$ cat src/rtl/risc16_pkg.sv
// Shared register-file definitions for the 16-bit core: widths, register count
// and the writeback request record.
package risc16_pkg;
    localparam int REG_W      = 16;
    localparam int REG_ADDR_W = 3;
    localparam int NUM_REGS   = 8;

    typedef struct packed {
        logic [REG_ADDR_W-1:0] dest;
        logic [REG_W-1:0]      data;
    } wb_req_t;
endpackage

$ cat src/rtl/wb_fifo.sv
// Load-writeback FIFO: a ring of DEPTH slots with a per-slot valid bit so the
// parent can see every buffered destination at once.
module wb_fifo
    import risc16_pkg::*;
#(
    parameter int DEPTH  = 4,
    parameter int ADDR_W = REG_ADDR_W,
    parameter int DATA_W = REG_W
) (
    input  logic                          clk,
    input  logic                          rst,
    input  logic                          push_i,
    input  logic [ADDR_W-1:0]             push_dest_i,
    input  logic [DATA_W-1:0]             push_data_i,
    input  logic                          pop_i,
    output logic                          full_o,
    output logic                          empty_o,
    output logic [ADDR_W-1:0]             head_dest_o,
    output logic [DATA_W-1:0]             head_data_o,
    output logic [DEPTH-1:0]              ent_vld_o,
    output logic [DEPTH-1:0][ADDR_W-1:0]  ent_dest_o
);
    localparam int PW = $clog2(DEPTH);

    logic [DEPTH-1:0]             vld_q;
    logic [DEPTH-1:0][ADDR_W-1:0] dest_q;
    logic [DEPTH-1:0][DATA_W-1:0] data_q;
    logic [PW-1:0]                wr_q, rd_q;
    logic                         push_ok, pop_ok;

    // Full when the write slot is still occupied, empty when the read slot is free.
    assign full_o      = vld_q[wr_q];
    assign empty_o     = !vld_q[rd_q];
    assign push_ok     = push_i && !full_o;
    assign pop_ok      = pop_i && !empty_o;
    assign head_dest_o = dest_q[rd_q];
    assign head_data_o = data_q[rd_q];
    assign ent_vld_o   = vld_q;
    assign ent_dest_o  = dest_q;

    always_ff @(posedge clk) begin
        if (rst) begin
            vld_q <= '0;
            wr_q  <= '0;
            rd_q  <= '0;
        end else begin
            if (push_ok) begin
                vld_q[wr_q] <= 1'b1;
                wr_q        <= wr_q + 1'b1;
            end
            if (pop_ok) begin
                vld_q[rd_q] <= 1'b0;
                rd_q        <= rd_q + 1'b1;
            end
        end
    end

    always_ff @(posedge clk) begin
        if (push_ok) begin
            dest_q[wr_q] <= push_dest_i;
            data_q[wr_q] <= push_data_i;
        end
    end
endmodule

$ cat src/rtl/gpr_writeback.sv
// Register-file write-port sequencer: merges ALU and buffered load results into
// one registered write per cycle. GPR_WB_FWD_EN adds a same-cycle bypass port.
module gpr_writeback
    import risc16_pkg::*;
#(
    parameter int DATA_W     = REG_W,
    parameter int ADDR_W     = REG_ADDR_W,
    parameter int DEPTH      = 4,
    parameter int STARVE_MAX = 4
) (
    input  logic                    clk,
    input  logic                    rst,
    input  logic                    alu_valid,
    input  logic [ADDR_W-1:0]       alu_dest,
    input  logic [DATA_W-1:0]       alu_data,
    output logic                    alu_ready,
    input  logic                    ld_valid,
    input  logic [ADDR_W-1:0]       ld_dest,
    input  logic [DATA_W-1:0]       ld_data,
    output logic                    ld_ready,
    output logic [(1<<ADDR_W)-1:0]  pend_mask,
`ifdef GPR_WB_FWD_EN
    input  logic [ADDR_W-1:0]       fwd_addr_1,
    input  logic [ADDR_W-1:0]       fwd_addr_2,
    output logic                    fwd_hit_1,
    output logic                    fwd_hit_2,
    output logic [DATA_W-1:0]       fwd_data_1,
    output logic [DATA_W-1:0]       fwd_data_2,
`endif
    output logic                    write_en,
    output logic [ADDR_W-1:0]       write_dest,
    output logic [DATA_W-1:0]       write_data
);
    localparam int SW = $clog2(STARVE_MAX + 1);

    logic                         full, empty, pop, push;
    logic                         force_drain, alu_xfer, alu_win;
    logic [ADDR_W-1:0]            head_dest;
    logic [DATA_W-1:0]            head_data;
    logic [DEPTH-1:0]             ent_vld;
    logic [DEPTH-1:0][ADDR_W-1:0] ent_dest;
    logic [SW-1:0]                starve_q, starve_d;
    logic                         wen_q;
    logic [ADDR_W-1:0]            wdest_q;
    logic [DATA_W-1:0]            wdata_q;

    wb_fifo #(.DEPTH(DEPTH), .ADDR_W(ADDR_W), .DATA_W(DATA_W)) u_fifo (
        .clk        (clk),
        .rst        (rst),
        .push_i     (push),
        .push_dest_i(ld_dest),
        .push_data_i(ld_data),
        .pop_i      (pop),
        .full_o     (full),
        .empty_o    (empty),
        .head_dest_o(head_dest),
        .head_data_o(head_data),
        .ent_vld_o  (ent_vld),
        .ent_dest_o (ent_dest)
    );

    always_comb begin
        pend_mask = '0;
        for (int i = 0; i < DEPTH; i++)
            if (ent_vld[i]) pend_mask[ent_dest[i]] = 1'b1;
    end

    assign force_drain = (starve_q == SW'(STARVE_MAX)) && !empty;
    assign alu_ready   = !rst && !pend_mask[alu_dest] && !force_drain;
    assign ld_ready    = !rst && !full;
    assign alu_xfer    = alu_valid && alu_ready;
    // Writes to r0 are swallowed here so they never occupy the port or the FIFO.
    assign alu_win     = alu_xfer && (alu_dest != '0);
    assign push        = ld_valid && ld_ready && (ld_dest != '0);
    assign pop         = !alu_win && !empty;

    always_comb begin
        starve_d = starve_q;
        if (empty || pop)
            starve_d = '0;
        else if (alu_win && starve_q != SW'(STARVE_MAX))
            starve_d = starve_q + 1'b1;
    end

    always_ff @(posedge clk) begin
        if (rst) begin
            starve_q <= '0;
            wen_q    <= 1'b0;
            wdest_q  <= '0;
            wdata_q  <= '0;
        end else begin
            starve_q <= starve_d;
            if (alu_win) begin
                wen_q   <= 1'b1;
                wdest_q <= alu_dest;
                wdata_q <= alu_data;
            end else if (!empty) begin
                wen_q   <= 1'b1;
                wdest_q <= head_dest;
                wdata_q <= head_data;
            end else begin
                wen_q   <= 1'b0;
            end
        end
    end

    assign write_en   = wen_q;
    assign write_dest = wdest_q;
    assign write_data = wdata_q;

`ifdef GPR_WB_FWD_EN
    assign fwd_hit_1  = wen_q && (wdest_q == fwd_addr_1) && (fwd_addr_1 != '0);
    assign fwd_hit_2  = wen_q && (wdest_q == fwd_addr_2) && (fwd_addr_2 != '0);
    assign fwd_data_1 = wdata_q;
    assign fwd_data_2 = wdata_q;
`endif
endmodule

$ cat config.mk
export PLATFORM = sky130hd
export DESIGN_NAME = gpr_writeback
export DESIGN_NICKNAME = d
export VERILOG_FILES = /design/src/rtl/risc16_pkg.sv /design/src/rtl/wb_fifo.sv /design/src/rtl/gpr_writeback.sv
export SDC_FILE = /design/constraint.sdc
export NUM_CORES = 1
export LEC_CHECK = 0
export CAP_MARGIN = 20
export CELL_PAD_IN_SITES_DETAIL_PLACEMENT = 2
export CELL_PAD_IN_SITES_GLOBAL_PLACEMENT = 2
export CORE_ASPECT_RATIO = 1.5
export CORE_MARGIN = 2
export CORE_UTILIZATION = 47
export DETAILED_ROUTE_END_ITERATION = 8
export DONT_BUFFER_PORTS = 1
export MAX_ROUTING_LAYER = met4
export PLACE_DENSITY_LB_ADDON = 0.1
export SLEW_MARGIN = 20
export SYNTH_ARGS = -nofsm -noshare
export SYNTH_HDL_FRONTEND = slang
export SYNTH_SLANG_ARGS = --single-unit
$ cat constraint.sdc
create_clock -name clk -period 7.5 [get_ports clk]
set_clock_uncertainty 0.15 [all_clocks]
set_input_delay 1.5 -clock clk [delete_from_list [all_inputs] [get_ports clk]]
set_output_delay 1.5 -clock clk [all_outputs]
set_load 0.03 [all_outputs]
==> PnR_summary.wiki, run 1 <==
{| class="wikitable"
! Metric !! Value
|-
| Synth Flop Type || edfxtp_1
|-
| CP required || between 5000 and 6000 ps
|-
| Syn nets || a little under 400
|-
| Number of nets at the end of the flow || around 400
|-
| Maximum level of the CTS H-tree || 3
|-
| Hold Path Cell Cnt || 2
|-
| CTS sink count || roughly 110
|-
| Boundary Pins || 72
|-
| Leakage power || 0.001786 uW
|-
| Worst setup SP type || flop
|-
| Deepest clock path buffer count || 2
|-
| Highest-delay cell along the critical path || dfxtp_2
|-
| Async set or reset register ratio after synthesis || 0%
|-
| Cell chain of the critical path || mux4_2 -> inv_1 -> o221a_2
|-
| Die extent in x || 87.19 um
|-
| End of the worst register-to-register path || write_data[2]
|-
| Synthesized netlist cell count || between 300 and 400
|-
| Share of total power consumed by net switching || between 20% and 30%
|-
| Final GP Congestion || around 0.84
|-
| Initial standard-cell utilization of the core || 48.14%
|-
| Proportion of netlist area held by the largest area contributor || between 40% and 50%
|-
| Max rail drop VDD || 0.1598 mV
|-
| Power density relative to cell area || roughly 240 nW/um^2
|-
| Flip-flop and latch count after synthesis || roughly 110
|-
| Share of the clock period used by the worst path after layout || between 50 and 60%
|-
| Part of the total power dissipated in combinational logic || under 10%
|-
| Clk Latency, worst-skew pair || between 300 and 400 ps
|-
| Post-detailed-placement cell area || 5026 sq um
|-
| Sequential fraction of the synthesis area || about three fifths
|-
| Hold Path Class || flop to flop
|-
| Vias post-DR || a little under 3000
|-
| Total grt overflow || 0
|-
| Post-detailed-route DRC marker count || 0
|-
| Count of fill cells added during filler insertion || between 900 and 1000
|-
| Number of clock buffers inserted by TritonCTS || 9
|-
| Sw power || around 340 uW
|-
| Final standard cell area without fillers || 5311 sq um
|-
| Root buffer cell || clkbuf_16
|-
| Max-capacitance violation count || 0
|-
| I/O Buffers || 0
|-
| Area growth from synthesis to layout || 8.874%
|-
| Minimum setup slack among reg-to-reg paths || 3140 ps
|-
| Relative slew margins || between 40 and 50%
|-
| Max incr delay on CP || a little over 900 ps
|-
| Post-synth top area cell || edfxtp_1
|-
| Number of library cell types mapped by synthesis || 45
|-
| Number of antenna violations at the first check in global routing || 0
|-
| Max-slew violation count || 0
|-
| Internal power of the cells || 948.4 uW
|-
| Worst Max-Slew Pin Slew || ~900 ps
|-
| CTS tree || done
|-
| Number of antenna-violating nets in the routed design || 0
|-
| Pre-antenna DRT Iters || 4
|-
| Total half-perimeter wirelength after legalization and detailed placement || around 9000 um
|-
| Hold Path End || starve_q[0]
|-
| Die outline height || 128.8 um
|-
| Overall power consumption || 1288 uW
|-
| Global routing usage summed across all routing layers || 24.88%
|-
| Register clock-pin slew on the reported worst setup and hold paths || around 70 ps
|-
| Number of setup buffers added after CTS || 0
|-
| Tmin final || between 4000 and 5000 ps
|-
| Buf+Inv Stages, Crit Path || 1
|-
| Number of warnings issued by yosys || 0
|-
| Global-route wire length before repair || about 20000 um
|-
| Unrepaired setup endpoints after global routing || no
|-
| Quantity of gates resized following cts || 0
|-
| Starting DRT DRC Count || 178
|-
| Maximum number of pins on one net before global-route repair || 32
|-
| Count of hold buffers inserted by post-cts repair || 0
|-
| Start-to-end type of the worst setup path || flop to output pin
|-
| Std-Cell Rows || 45
|-
| Total routed wirelength || around 13000 um
|-
| Setup violation total in the final timing report || 0
|-
| Worst r2r path cells || 7
|-
| Critical path data arrival time || 2750 ps
|-
| Netlist area before placement || ~4900 sq um
|-
| Part of the total power dissipated in sequential elements || between 50% and 60%
|-
| Number of global-route vias before repair || about 3400
|-
| Drt via density || 6.391
|-
| Worst Min Path Start || starve_q[0]
|-
| Final Hold Viols || 0
|-
| Floorplan core area || between 10000 and 15000 sq um
|-
| Post-synth EDFFs || 76
|-
| Detail-routed net length per standard cell || roughly 27 um
|-
| Die Outline Area || 11230 sq um
|-
| Max Fanout on Critical Path || 24
|-
| Number of diodes || 0
|-
| Result of the run || completed
|-
| Max frequency || around 230 MHz
|-
| Source of the worst register-to-register timing path || u_fifo.rd_q[0]
|-
| Setup_tns || 0 ps
|-
| Nature of the critical path endpoint || output pin
|-
| Category of cells accounting for the largest share of critical-path delay || flip-flops
|-
| Share of total power in the clock network || a little over a third
|-
| Share of layout cells above drive strength 1 || around a fifth
|-
| Most area-consuming cells after synthesis || edfxtp_1, dfxtp_1, mux4_2, a211oi_1, mux2_2
|-
| Origin of the worst setup path || u_fifo.rd_q[0]
|-
| Mapped Avg Cell Area || 14.18 sq um
|}
## layout make-up
type	instances	area, sq um	area share, %
clock inverter	6	56.30	1.060
sequential	107	2904	54.68
timing repair buffer	6	67.56	1.272
tap	117	146.4	2.756
inverter	33	123.9	2.332
multi-input combinational	187	1784	33.59
clock buffer	10	229.0	4.311
## power groups by stage
stage               clock network (uW)  logic [uW]  registers (uW)
floorplan                            0         101             703
global placement                     0         115             719
detailed placement                   0         121             720
CTS                                469         123             707
global route                       486         132             710
finish                             460         122             706
## stage by stage
step	util [%]	cells	setup WS (ps)	hold WS (ps)
floorplan	-	344	3072	369.6
global placement	49.14	447	3197	418.1
detailed placement	49.59	450	3057	432.6
CTS	52.41	466	3053	445.1
global route	52.41	466	2854	498.0
finish	52.41	466	3105	441.5
## cell usage after synthesis, types with 4 or more instances
cell type	number
a211oi_1	40
nand2_1	16
clkbuf_1	10
nand2b_1	6
nor2_1	14
mux2_2	18
dfxtp_1	31
mux4_2	21
and2_1	4
nor4bb_1	6
a31oi_1	4
nor4b_1	4
inv_1	33
edfxtp_1	76
ha_1	10
o32a_1	5
## worst register-to-register path, stage by stage, from the launching register on
cell      delay (ps)
dfxtp_2          920
mux4_2           920
a311oi_4         370
buf_4            330
nand2_2          100
a31oi_4          630
a21o_1           600
a211oi_1         190
## routing by layer
metal,global-route usage (%),share of wire (%),up-vias
met5,-,0,-
met4,7.783,1.9,0
met3,5.131,4.5,21
met2,46.03,57,79
met1,25.98,36,1537
li1,-,-,1341
## layout by cell type, fill, tap and decap left out, types with 3 or more instances in the layout
cell,count
buf_8,3
ha_1,10
mux2i_1,3
clkbuf_16,9
and2_1,3
inv_1,33
nor4b_1,4
mux4_2,21
a21oi_1,3
nor2_1,14
a31oi_1,4
nor3_1,3
a211oi_1,40
o22a_1,3
mux2_2,18
edfxtp_1,76
nor4bb_1,6
nand3_1,3
nand2b_1,6
nand2_1,16
buf_4,3
dfxtp_1,30
o32a_1,5
## how the worst max path moves through the flow
stage / depth (start not counted) / to
final: 3 / alu_ready
after global routing: 7 / write_data[1]
after CTS: 3 / alu_ready
after detailed placement: 7 / write_data[15]
after global placement: 6 / alu_ready
after floorplan: 6 / alu_ready
## sequential cells by signal, summed over array words and instances (netlist names)
register	flops
starve_q	3
u_fifo.data_q	64
u_fifo.ent_dest_o	12
u_fifo.ent_vld_o	4
u_fifo.rd_q	2
u_fifo.wr_q	2
write_data	16
write_dest	3
write_en	1
## cell families (layout without fill, tap and decap cells)
family / after synthesis / count (layout) / synth area share (%)
adders and majority gates: 10 / 10 / 2.565
buffers and inverters: 50 / 55 / 4.104
muxes: 43 / 43 / 14.70
and+or+nand+nor: 65 / 65 / 7.463
xor gates and xnor gates: 2 / 2 / 0.3591
AOI/OAI and AO/OA: 67 / 67 / 11.31
DFF: 107 / 107 / 59.50
No activity file was read; power rests on OpenSTA's default activity.
==> inputs of run 2 (changes only) <==
Settings changed: CORE_UTILIZATION 47 to 44.
Clock period 7.5 ns to 4.41 ns, I/O delays scaled along.
==> PnR_summary.wiki, run 2 (synthesis gave the netlist of run 1 again) <==
{| class="wikitable"
! Metric !! Value
|-
| Result of the run || completed
|-
| Pre-antenna DRT Iters || 4
|-
| Max frequency || 300.0 MHz
|-
| Flip-flop count of the largest register, all copies and words added || 64
|-
| Power density relative to cell area || around 400 nW/um^2
|-
| Unrepaired setup endpoints after global routing || no
|-
| Start-to-end type of the worst setup path || flop to output pin
|-
| Maximum level of the CTS H-tree || 3
|-
| Die extent in x || around 90 um
|-
| Total grt overflow || 0
|-
| Global routing usage summed across all routing layers || a little under a quarter
|-
| Worst Max-Slew Pin Slew || around 700 ps
|-
| Area growth from synthesis to layout || 9.438%
|-
| Internal power of the cells || 1614 uW
|-
| Register clock-pin slew on the reported worst setup and hold paths || about 70 ps
|-
| Tmin final || 3333 ps
|-
| Relative slew margins || a little over half
|-
| Cell chain of the critical path || nor4bb_1 -> nor4_1 -> a22oi_1 -> a31oi_1 -> o221a_2
|-
| Worst r2r path cells || 6
|-
| Critical path data arrival time || approximately 2300 ps
|-
| Post-detailed-route DRC marker count || 0
|-
| Hold Path Class || flop to flop
|-
| Number of antenna violations at the first check in global routing || 0
|-
| Top register by number of flip-flops || u_fifo.data_q
|-
| CTS tree || done
|-
| Clk Latency, worst-skew pair || between 300 and 400 ps
|-
| CP required || 3380 ps
|-
| Number of global-route vias before repair || approximately 3500
|-
| Deepest clock path buffer count || 2
|-
| Share of total power in the clock network || about a third
|-
| Total half-perimeter wirelength after legalization and detailed placement || between 8000 and 9000 um
|-
| Final critical-path setup slack || approximately 1100 ps
|-
| Std-Cell Rows || 47
|-
| Origin of the worst setup path || u_fifo.ent_dest_o[7]
|-
| Number of nets at the end of the flow || between 300 and 400
|-
| Pre-CTS setup slack || about 1200 ps
|-
| Setup_tns || 0 ps
|-
| Sw power || roughly 530 uW
|-
| Quantity of gates resized following cts || 0
|-
| Worst setup SP type || flop
|-
| Global-route wire length before repair || just under 20000 um
|-
| Leakage power || 0.001793 uW
|-
| Drt via density || just over 6
|-
| Max Fanout on Critical Path || 7
|-
| Initial standard-cell utilization of the core || roughly 45%
|-
| Logic depth of the worst setup path including buffers || 5
|-
| Nature of the critical path endpoint || output pin
|-
| Share of total power consumed by net switching || between 20% and 30%
|-
| Number of antenna-violating nets in the routed design || 0
|-
| Max-capacitance violation count || 0
|-
| Boundary Pins || 72
|-
| Share of the clock period used by the worst path after layout || approximately 76%
|-
| Part of the total power dissipated in combinational logic || 10.2%
|-
| Final GP Congestion || 0.7924
|-
| Number of clock buffers inserted by TritonCTS || 9
|-
| Max rail drop VDD || roughly 0.26 mV
|-
| Setup violation total in the final timing report || 0
|-
| Part of the total power dissipated in sequential elements || approximately 55%
|-
| Number of setup buffers added after CTS || 0
|-
| Max incr delay on CP || roughly 550 ps
|-
| Commonest non-fill, non-tap cells in the layout || edfxtp_1, a211oi_1, inv_1
|-
| CTS sink count || 107
|-
| Most common cell after layout, fill and taps aside || edfxtp_1
|-
| Die outline height || roughly 130 um
|-
| Max-slew violation count || 0
|-
| Source of the worst register-to-register timing path || u_fifo.ent_vld_o[0]
|-
| Final Hold Viols || 0
|-
| Share of layout cells above drive strength 1 || roughly a fifth
|-
| Capturing element of the worst setup path || alu_ready
|-
| Vias post-DR || between 3000 and 4000
|-
| Category of cells accounting for the largest share of critical-path delay || compound AO/OA/AOI/OAI gates
|-
| End of the worst register-to-register path || write_dest[1]
|-
| Floorplan core area || between 10000 and 15000 sq um
|-
| Number of diodes || 0
|-
| Die Outline Area || ~12000 sq um
|-
| Root buffer cell || clkbuf_16
|-
| Total routed wirelength || between 10000 and 15000 um
|-
| Buf+Inv Stages, Crit Path || 0
|-
| Minimum setup slack among reg-to-reg paths || 1260 ps
|-
| Starting DRT DRC Count || approximately 140
|-
| Count of hold buffers inserted by post-cts repair || 0
|-
| I/O Buffers || 0
|-
| Detail-routed net length per standard cell || between 20 and 25 um
|-
| Maximum number of pins on one net before global-route repair || 32
|-
| Highest-delay cell along the critical path || edfxtp_1
|}
## run 2: changes by cell type in the layout (fill, tap and decap cells not counted), moves of 2 or more
cell	change
inv_8	-2
buf_8	-3
buf_4	+6
clkinv_1	+2
## run 2: area by class of cell
| type | instances | area, sq um |
|---|---|---|
| Timing Repair Buffer | 9 | 67.56 |
| Inverter | 33 | 123.9 |
| Fill cell | 1065 | 5599 |
| Sequential cell | 107 | 2904 |
| Multi-Input combinational cell | 187 | 1783 |
| Tap cell | 147 | 183.9 |
| Clock buffer | 10 | 239.0 |
| Clock inverter | 6 | 37.54 |
## run 2: power groups by stage
stage / Sequential (uW) / Clock, uW / Combinational [uW]
final: 1190 / 742 / 218
after floorplan: 1200 / 0 / 173
after global routing: 1190 / 798 / 241
after CTS: 1190 / 762 / 223
after global placement: 1210 / 0 / 215
after detailed placement: 1210 / 0 / 221
## run 2: metal layers
metal | share of wire, % | global-route usage [%] | wire length (um) | up-vias
met4 | 2.8 | 9.402 | 348 | 0
met3 | 2.9 | 3.759 | 363 | 23
met2 | 58 | 43.60 | 7174 | 61
met5 | 0 | - | 0 | -
li1 | - | - | - | 1351
met1 | 37 | 23.04 | 4564 | 1588
## run 2: worst min path at each step
stage	startpoint	to	slack [ps]	cells after the start
2_1_floorplan	u_fifo.ent_vld_o[3]	u_fifo.ent_vld_o[3]	370	2
3_3_place_gp	u_fifo.ent_vld_o[3]	u_fifo.ent_vld_o[3]	390	2
3_5_place_dp	u_fifo.ent_vld_o[3]	u_fifo.ent_vld_o[3]	410	2
4_1_cts	u_fifo.ent_vld_o[3]	u_fifo.ent_vld_o[3]	430	2
5_1_grt	rst	write_dest[2]	450	1
6_report	starve_q[0]	starve_q[0]	430	2
## run 2: stage by stage
stage / util (%) / std cells / hold WS [ps] / total power [uW] / area [sq um]
CTS: 48.81 / 499 / 426.6 / 2171 / 5339
global placement: 46.28 / 483 / 392.2 / 1421 / 5062
floorplan: - / 344 / 369.6 / 1369 / 4878
global route: 48.81 / 499 / 451.2 / 2229 / 5339
finish: 48.81 / 499 / 426.9 / 2146 / 5339
detailed placement: 46.28 / 483 / 412.4 / 1430 / 5062
## run 2: worst reg2reg max path, delay by kind of cell (launching register included)
| family | cells | cell delay, ps |
|---|---|---|
| compound gates | 4 | 1580 |
| mux | 1 | 800 |
| flops | 1 | 380 |
| simple gates | 1 | 100 |
==> inputs of run 3 (changes only) <==
Clock period 4.41 ns to 3.4 ns, I/O delays scaled along.
==> PnR_summary.wiki, run 3 (synthesis gave the netlist of run 1 again) <==
{| class="wikitable"
! Metric !! Value
|-
| Max Fanout on Critical Path || 7
|-
| Starting DRT DRC Count || approximately 120
|-
| Boundary Pins || 72
|-
| Category of cells accounting for the largest share of critical-path delay || compound AO/OA/AOI/OAI gates
|-
| Final core utilization || 48.95%
|-
| Max-slew violation count || 0
|-
| Share of total power in the clock network || 33.6%
|-
| Count of hold buffers inserted by post-cts repair || 0
|-
| Number of setup buffers added after CTS || 0
|-
| Root buffer cell || clkbuf_16
|-
| Number of antenna violations at the first check in global routing || 0
|-
| Nature of the critical path endpoint || output pin
|-
| Max frequency || 322.3 MHz
|-
| Total grt overflow || 0
|-
| Buf+Inv Stages, Crit Path || 0
|-
| Number of nets at the end of the flow || 403
|-
| Area used by multi-input combinational logic || 1783 sq um
|-
| Part of the total power dissipated in combinational logic || a little over a tenth
|-
| Count of fill cells added during filler insertion || between 1000 and 1500
|-
| Max rail drop VDD || around 0.33 mV
|-
| Quantity of gates resized following cts || 0
|-
| Worst Max-Slew Pin Slew || ~650 ps
|-
| Register clock-pin slew on the reported worst setup and hold paths || around 70 ps
|-
| Global routing usage summed across all routing layers || between 20% and 30%
|-
| Floorplan core area || ~11000 sq um
|-
| Met2 Routed Length || approximately 7000 um
|-
| Number of clock buffers inserted by TritonCTS || 9
|-
| Most common cell after layout, fill and taps aside || edfxtp_1
|-
| Internal power of the cells || ~2100 uW
|-
| Initial standard-cell utilization of the core || between 40% and 50%
|-
| Post-detailed-route DRC marker count || 0
|-
| Relative slew margins || between 50% and 60%
|-
| Leakage power || roughly 0.0018 uW
|-
| Highest-delay cell along the critical path || edfxtp_1
|-
| Setup_tns || 0 ps
|-
| Area growth from synthesis to layout || 9.746%
|-
| Worst setup SP type || flop
|-
| CTS sink count || ~110
|-
| Share of total power consumed by net switching || around 24%
|-
| Tmin final || 3103 ps
|-
| Maximum number of pins on one net before global-route repair || 32
|-
| Total routed wirelength || ~12000 um
|-
| Commonest non-fill, non-tap cells in the layout || edfxtp_1, a211oi_1, inv_1
|-
| Max incr delay on CP || 500 ps
|-
| Maximum level of the CTS H-tree || 3
|-
| Cell chain of the critical path || nor4bb_1 -> nor4_1 -> a22oi_1 -> a31oi_1 -> o221a_2
|-
| I/O Buffers || 0
|-
| Sw power || 672.5 uW
|-
| Setup violation total in the final timing report || 0
|-
| Clk Latency, worst-skew pair || around 340 ps
|-
| Number of diodes || 0
|-
| Vias post-DR || about 3000
|-
| Die Outline Area || about 12000 sq um
|-
| Global-route wire length before repair || roughly 20000 um
|-
| Hold Path Class || input port to flop
|-
| Detail-routed net length per standard cell || between 20 and 25 um
|-
| Die extent in x || ~90 um
|-
| Number of antenna-violating nets in the routed design || 0
|-
| Die outline height || roughly 130 um
|-
| Unrepaired setup endpoints after global routing || no
|-
| Share of layout cells above drive strength 1 || between 20% and 30%
|-
| Met3 WL || 409 um
|-
| Power density relative to cell area || slightly above 500 nW/um^2
|-
| CTS tree || done
|-
| Total half-perimeter wirelength after legalization and detailed placement || around 8600 um
|-
| Top register by number of flip-flops || u_fifo.data_q
|-
| Flip-flop count of the largest register, all copies and words added || 64
|-
| DR top layer || met4
|-
| Number of global-route vias before repair || around 3500
|-
| Sequential standard cell area || 2904 sq um
|-
| Part of the total power dissipated in sequential elements || between 50% and 60%
|-
| Result of the run || completed
|-
| Met1 wire length || around 4600 um
|-
| Drt via density || 5.964
|-
| Critical path data arrival time || 2270 ps
|-
| Final GP Congestion || ~0.82
|-
| Start-to-end type of the worst setup path || flop to output pin
|-
| CP required || about 2600 ps
|-
| Max-capacitance violation count || 0
|-
| Worst-case hold slack || 261.1 ps
|-
| Final Hold Viols || 0
|-
| Std-Cell Rows || 47
|-
| Deepest clock path buffer count || 2
|-
| Pre-antenna DRT Iters || 4
|-
| Share of the clock period used by the worst path after layout || roughly nine tenths
|}
-- run 3: changes by cell type in the layout (fill, tap and decap cells not counted) --
cell,delta
clkinv_1,-2
inv_6,-2
clkinvlp_4,+1
clkinv_4,+1
clkbuf_8,-1
clkbuf_1,+2
buf_4,+4
-- run 3: worst register-to-register path, stage by stage (launching register included) --
cell and delay (ps):
edfxtp_1 520, nor4bb_1 210, nor4_1 380, a22oi_1 260, a31oi_4 420, buf_4 290, a21o_1 160, buf_4 250
a211oi_1 120
-- run 3: final timing paths --
path,end,depth (start not counted),startpoint,slack [ps]
worst max-delay path,alu_ready,5,u_fifo.ent_dest_o[11],300
worst min-delay path,u_fifo.wr_q[0],1,rst,260
worst max register to register,write_data[11],8,u_fifo.ent_dest_o[0],520
worst min register to register,starve_q[0],2,starve_q[0],430
-- run 3: metrics by stage --
| step | instance area (sq um) | worst slack, ps | power, uW | instances |
|---|---|---|---|---|
| global placement | 5092 | 590.0 | 1849 | 487 |
| floorplan | 4878 | 588.3 | 1776 | 344 |
| detailed placement | 5092 | 551.2 | 1859 | 487 |
| finish | 5354 | 296.9 | 2748 | 502 |
| global route | 5354 | 131.3 | 2848 | 502 |
| CTS | 5354 | 274.3 | 2782 | 502 |
-- run 3: power by group through the flow --
stage	registers (uW)	clock network [uW]	logic, uW
floorplan	1550	0	224
global placement	1560	0	285
detailed placement	1570	0	291
CTS	1540	949	296
global route	1540	985	320
finish	1540	923	289
-- run 3: cell type report --
class,count,area share (%)
inverter,33,2.314
sequential,107,54.24
multi-input combinational,187,33.30
timing repair buffer,13,1.823
tap,147,3.435
clock buffer,11,4.347
clock inverter,4,0.5375
-- run 3: per-layer routing --
metal / vias to the layer above / track usage (%)
met5: - / -
met4: 0 / 9.402
met3: 23 / 3.417
met2: 79 / 42.30
met1: 1537 / 23.28
li1: 1355 / -
